--- config.mk ---
export PLATFORM = sky130hd
export DESIGN_NAME = link_arbiter
export DESIGN_NICKNAME = d
export VERILOG_FILES = /design/src/rtl/link_arbiter.sv
export SDC_FILE = /design/constraint.sdc
export NUM_CORES = 1
export LEC_CHECK = 0
export CORE_MARGIN = 2
export CORE_UTILIZATION = 60
export CTS_CLUSTER_SIZE = 24
export DETAILED_ROUTE_END_ITERATION = 6
export PLACE_DENSITY_LB_ADDON = 0.08
export SYNTH_ARGS = -nofsm -noshare
export SYNTH_HDL_FRONTEND = slang
export SYNTH_SLANG_ARGS = --single-unit
--- constraint.sdc ---
create_clock -name clk -period 5.5 [get_ports clk]
set_input_delay 1.1 -clock clk [delete_from_list [all_inputs] [get_ports clk]]
set_output_delay 1.1 -clock clk [all_outputs]
set_load 0.01 [all_outputs]
--- src/rtl/link_arbiter.sv ---
// Two-source round-robin arbiter driving a four-phase request/ack link to a remote slave,
// with an abandon-on-timeout counter covering the REQ and SEND phases.
module link_arbiter #(
    parameter int unsigned TIMEOUT = 100000000
) (
    input  logic       clk,
    input  logic       rst_n,
    input  logic [1:0] src_req,
    input  logic [2:0] src_data0,
    input  logic [2:0] src_data1,
    output logic [1:0] grant,
    output logic [1:0] done,
    output logic [1:0] err,
    output logic       request,
    input  logic       ack,
    output logic [2:0] data_out,
    output logic       valid
);

    typedef enum logic [1:0] {
        IDLE,
        REQ,
        SEND,
        RELEASE
    } state_t;

    localparam logic [26:0] CNT_LAST = 27'(TIMEOUT - 1);

    state_t      state_q, state_d;
    logic        ack_meta_q, ack_meta_d;
    logic        ack_s_q, ack_s_d;
    logic        ready_q, ready_d;
    logic        last_q, last_d;
    logic        served_q, served_d;
    logic [26:0] cnt_q, cnt_d;
    logic        request_q, request_d;
    logic        valid_q, valid_d;
    logic [2:0]  data_out_q, data_out_d;
    logic [1:0]  grant_q, grant_d;
    logic [1:0]  done_q, done_d;
    logic [1:0]  err_q, err_d;
    logic        win;
    logic        expired;

    // On a tie the source that was not served last wins; a lone requester always wins.
    assign win     = src_req[1] & (~src_req[0] | ~last_q);
    assign expired = (cnt_q == CNT_LAST);

    always_comb begin
        state_d    = state_q;
        ack_meta_d = ack;
        ack_s_d    = ack_meta_q;
        ready_d    = 1'b1;
        last_d     = last_q;
        served_d   = served_q;
        cnt_d      = cnt_q;
        request_d  = request_q;
        valid_d    = valid_q;
        data_out_d = data_out_q;
        grant_d    = '0;
        done_d     = '0;
        err_d      = '0;

        case (state_q)
            IDLE: begin
                // ready_q holds off the very first edge after reset release.
                if (ready_q && (src_req != 2'b00) && !ack_s_q) begin
                    state_d    = REQ;
                    request_d  = 1'b1;
                    grant_d    = win ? 2'b10 : 2'b01;
                    data_out_d = win ? src_data1 : src_data0;
                    cnt_d      = '0;
                    last_d     = win;
                    served_d   = win;
                end
            end
            REQ: begin
                if (ack_s_q) begin
                    state_d   = SEND;
                    request_d = 1'b0;
                    valid_d   = 1'b1;
                    cnt_d     = '0;
                end else if (expired) begin
                    state_d   = IDLE;
                    request_d = 1'b0;
                    valid_d   = 1'b0;
                    err_d     = served_q ? 2'b10 : 2'b01;
                end else begin
                    cnt_d = cnt_q + 27'd1;
                end
            end
            SEND: begin
                if (!ack_s_q) begin
                    state_d = RELEASE;
                    valid_d = 1'b0;
                    done_d  = served_q ? 2'b10 : 2'b01;
                end else if (expired) begin
                    state_d   = IDLE;
                    request_d = 1'b0;
                    valid_d   = 1'b0;
                    err_d     = served_q ? 2'b10 : 2'b01;
                end else begin
                    cnt_d = cnt_q + 27'd1;
                end
            end
            RELEASE: begin
                state_d = IDLE;
            end
            default: begin
                state_d = IDLE;
            end
        endcase
    end

    always_ff @(posedge clk or negedge rst_n) begin
        if (!rst_n) begin
            state_q    <= IDLE;
            ack_meta_q <= 1'b0;
            ack_s_q    <= 1'b0;
            ready_q    <= 1'b0;
            last_q     <= 1'b1;
            served_q   <= 1'b0;
            cnt_q      <= '0;
            request_q  <= 1'b0;
            valid_q    <= 1'b0;
            data_out_q <= '0;
            grant_q    <= '0;
            done_q     <= '0;
            err_q      <= '0;
        end else begin
            state_q    <= state_d;
            ack_meta_q <= ack_meta_d;
            ack_s_q    <= ack_s_d;
            ready_q    <= ready_d;
            last_q     <= last_d;
            served_q   <= served_d;
            cnt_q      <= cnt_d;
            request_q  <= request_d;
            valid_q    <= valid_d;
            data_out_q <= data_out_d;
            grant_q    <= grant_d;
            done_q     <= done_d;
            err_q      <= err_d;
        end
    end

    assign grant    = grant_q;
    assign done     = done_q;
    assign err      = err_q;
    assign request  = request_q;
    assign valid    = valid_q;
    assign data_out = data_out_q;

endmodule

==> PnR_summary.wiki <==
{| class="wikitable"
! Metric !! Value
|-
| Result of the run || finished clean
|-
| Die height || 66.2 µm
|-
| Final number of setup-violating endpoints || 0
|-
| Maximum clock insertion buffer count || 2
|-
| Maximum clock skew at final layout || 0.00924 ns
|-
| I/O pin cnt || 22
|-
| Routed vias || 1743
|-
| Maximum achievable frequency || 322 MHz
|-
| Minimum clock period || 3.11 ns
|-
| Total detailed-routing wirelength || 4.38 mm
|-
| Period utilization || 0.565
|-
| Instance count of the mapped netlist || 231
|-
| Area of the mapped netlist || 2320 µm²
|-
| Final slew viol count || 0
|-
| Setup repair after global routing missed its margin || no
|-
| Maximum number of pins on one net before global-route repair || 46
|-
| Main synth FF type || sky130_fd_sc_hd__dfrtp_1
|-
| Post-route worst hold slack || 0.358 ns
|-
| Remaining max-slew budget at the tightest pin || 0.354
|-
| Proportion of synthesized chip area in sequential cells || 0.486
|-
| Post-synthesis async set-or-reset flop share || 1.00
|-
| Area of the core region || 3690 µm²
|-
| Hold EP || ack_s_q
|-
| Cell count of the worst hold path || 0
|-
| Least-Margin Pin Slew || 0.969 ns
|-
| Worst path arrival time || 3.29 ns
|-
| DRC errors left || 0
|-
| Number of enable flip-flop cells after synthesis || 0
|-
| Hold buffers post-CTS || 0
|-
| Proportion of power drawn by flip-flops and latches || 0.440
|-
| Average size of a mapped cell || 10.0 µm²
|-
| TritonCTS Sinks || 45
|-
| Largest vdd supply drop || 0.234 mV
|-
| Share of layout cells above drive strength 1 || 0.0784
|-
| Setup TNS || 0 ns
|-
| Leakage power of the design || 1.19 nW
|-
| End of the worst register-to-register path || cnt_q[23]
|-
| Die Wd || 66.2 µm
|-
| Class of the worst hold path || reg -> reg
|-
| PwrDens || 352 nW/µm²
|-
| Synthesized netlist net count || 247
|-
| Post-CTS Resized || 0
|-
| Net switching fraction of the power || 0.363
|-
| Number of warnings reported in the yosys synthesis log || 0
|-
| Number of buffers added for setup after CTS || 0
|-
| Worst endpoint required time || 5.68 ns
|-
| Final RePlAce weighted congestion || 0.855
|-
| Total count of hold-check failures in the final report || 0
|-
| Share of power burned in combinational logic || 0.353
|-
| Launch instance of the worst register-to-register path || state_q[0]
|-
| Mean number of vias per cell || 5.75
|-
| Max-capacitance violation count || 0
|-
| Total routing usage reported by global routing || 0.227
|-
| Die Footprint || 4380 µm²
|-
| Global-route wire length before repair || 7.57 mm
|-
| Highest net fanout along the worst path || 15
|-
| Worst reg2reg setup slack || 2.84 ns
|-
| Internal power || 0.000589 W
|-
| Post-detail-place hpwl || 3.13 mm
|-
| Clock Pin Slew Worst Setup and Hold Paths || 0.08 ns
|-
| H-tree depth || 2
|-
| Buffers on Ports || 21
|-
| Number of fillers in the final layout || 290
|-
| Root buffer cell || sky130_fd_sc_hd__clkbuf_8
|-
| Clock insertion delay at the later pin of the skew report || 0.29 ns
|-
| Worst Setup Path Type || in -> reg
|-
| Number of distinct library cells after synthesis || 45
|-
| Number of storage elements in the synthesis netlist || 45
|-
| Final #Nets || 270
|-
| Total number of placement rows || 22
|-
| Clock share of power || 0.207
|-
| Diode count || 0
|-
| Starting density of the core || 0.629
|-
| Overflow after GRT || 0
|-
| Reported net switching power || 0.000336 W
|-
| Detailed-routing iteration count for the pre-antenna-repair pass || 4
|-
| Vias in the first global route || 1688
|-
| Type of element launching the critical path || primary input
|-
| Final ANT Viol Nets || 0
|-
| Nature of the critical path endpoint || register
|-
| Start point of the worst min-delay path || ack_meta_q
|-
| Number of cells on the worst reg-to-reg path || 9
|-
| Clock tree from TritonCTS || done
|-
| Initial drt markers || 144
|-
| Number of antenna violations at the first check in global routing || 0
|-
| Average routed wire per standard cell || 14.5 µm
|-
| Area Overhead vs Synth || 13.3%
|-
| Number of buffers created by CTS || 5
|}
==> placed cells by master (no fill, tap or decap), types with 6 or more instances in the layout <==
cell,count
sky130_fd_sc_hd__a21oi_1,6
sky130_fd_sc_hd__and3_1,6
sky130_fd_sc_hd__clkdlybuf4s50_1,20
sky130_fd_sc_hd__dfrtp_1,44
sky130_fd_sc_hd__nand2_1,14
sky130_fd_sc_hd__nand3_1,19
sky130_fd_sc_hd__nand4_1,9
sky130_fd_sc_hd__nor2_1,31
sky130_fd_sc_hd__o21ai_0,16
sky130_fd_sc_hd__xnor2_1,7
sky130_fd_sc_hd__xor2_1,13
==> critical path, cell delays in order <==
cell and delay, ns:
sky130_fd_sc_hd__clkdlybuf4s50_1 0.48, sky130_fd_sc_hd__nor2_1 0.08, sky130_fd_sc_hd__o21ai_4 0.19, sky130_fd_sc_hd__nand2_1 0.24, sky130_fd_sc_hd__nor2_2 0.55, sky130_fd_sc_hd__buf_4 0.29
sky130_fd_sc_hd__nor2b_1 0.06, sky130_fd_sc_hd__mux2_1 0.28
==> cell usage after synthesis (2+ instances only) <==
cell type | instances | share of area
sky130_fd_sc_hd__dfrtp_1 | 44 | 0.47
sky130_fd_sc_hd__nor2_1 | 31 | 0.050
sky130_fd_sc_hd__nand3_1 | 19 | 0.041
sky130_fd_sc_hd__o21ai_0 | 16 | 0.035
sky130_fd_sc_hd__nand2_1 | 14 | 0.023
sky130_fd_sc_hd__xor2_1 | 13 | 0.049
sky130_fd_sc_hd__nand4_1 | 9 | 0.024
sky130_fd_sc_hd__xnor2_1 | 7 | 0.026
sky130_fd_sc_hd__a21oi_1 | 6 | 0.013
sky130_fd_sc_hd__and3_1 | 6 | 0.016
sky130_fd_sc_hd__ha_1 | 5 | 0.027
sky130_fd_sc_hd__inv_1 | 5 | 0.0081
sky130_fd_sc_hd__nor3_1 | 5 | 0.011
sky130_fd_sc_hd__buf_2 | 4 | 0.0086
sky130_fd_sc_hd__nor2_2 | 4 | 0.011
sky130_fd_sc_hd__nor2b_1 | 4 | 0.011
sky130_fd_sc_hd__a21o_1 | 3 | 0.0097
sky130_fd_sc_hd__mux2i_1 | 3 | 0.013
sky130_fd_sc_hd__nor4b_1 | 3 | 0.011
sky130_fd_sc_hd__o31ai_1 | 3 | 0.0097
sky130_fd_sc_hd__and2_1 | 2 | 0.0054
sky130_fd_sc_hd__nand4_4 | 2 | 0.018
==> cell families after synthesis <==
| kind of cell | count (synthesis) | synth area share |
|---|---|---|
| muxes | 4 | 0.0178 |
| DFF | 45 | 0.486 |
| xor gates and xnor gates | 20 | 0.0756 |
| buffers and inverters | 11 | 0.0275 |
| other | 1 | 0.00162 |
| AOI/OAI and AO/OA | 34 | 0.0907 |
| adders and majority gates | 5 | 0.0270 |
| and+or+nand+nor | 111 | 0.274 |
==> worst max-delay path by stage <==
stage	start	slack [ns]	to
after detailed placement	src_req[0]	2.09	cnt_q[23]
after global routing	src_req[0]	2.18	cnt_q[23]
final	src_req[0]	2.39	cnt_q[23]
after CTS	src_req[0]	2.40	cnt_q[23]
after global placement	src_req[0]	2.16	cnt_q[23]
after floorplan	src_req[0]	3.29	cnt_q[23]
==> metrics by stage <==
step / std cells / cell area (µm²) / total power, W / setup WS, ns / utilization
after floorplan: 231 / 2320 / 0.000638 / 3.29 / -
after global placement: 295 / 2550 / 0.000729 / 2.16 / 0.690
after detailed placement: 295 / 2550 / 0.000737 / 2.09 / 0.690
after CTS: 303 / 2630 / 0.000930 / 2.40 / 0.712
after global routing: 303 / 2630 / 0.000991 / 2.18 / 0.712
final: 303 / 2630 / 0.000925 / 2.39 / 0.712
==> layer usage <==
layer / global-route usage / vias up / wire length, µm
li1: - / 862 / -
met2: 0.364 / 38 / 2120
met5: 0 / - / 0
met1: 0.304 / 837 / 2040
met4: 0.0918 / 0 / 48
met3: 0.0392 / 6 / 168
==> flip-flops by register name, indices dropped and copies added, names as in the netlist <==
register    flops
served_q        1
ready_q         1
err             2
grant           2
cnt_q          27
request         1
data_out        3
state_q         2
valid           1
ack_s_q         1
ack_meta_q      1
last_q          1
done            2
==> cell type report <==
cell class / count / area [µm²] / area share
Sequential cell: 45 / 1130 / 0.429
Multi-Input combinational cell: 175 / 1130 / 0.429
Clock buffer: 8 / 80.1 / 0.0305
Tap cell: 48 / 60.1 / 0.0229
Inverter: 5 / 18.8 / 0.00715
Timing Repair Buffer: 22 / 213 / 0.0810
==> power by group through the flow <==
stage	combinational (W)	clock (W)	sequential, W
floorplan	0.000223	0	0.000415
global route	0.000368	0.000211	0.000412
finish	0.000327	0.000192	0.000407
detailed placement	0.000324	0	0.000412
global placement	0.000317	0	0.000412
CTS	0.000326	0.000197	0.000407
Note: power is estimated with default switching activity, not from simulation.
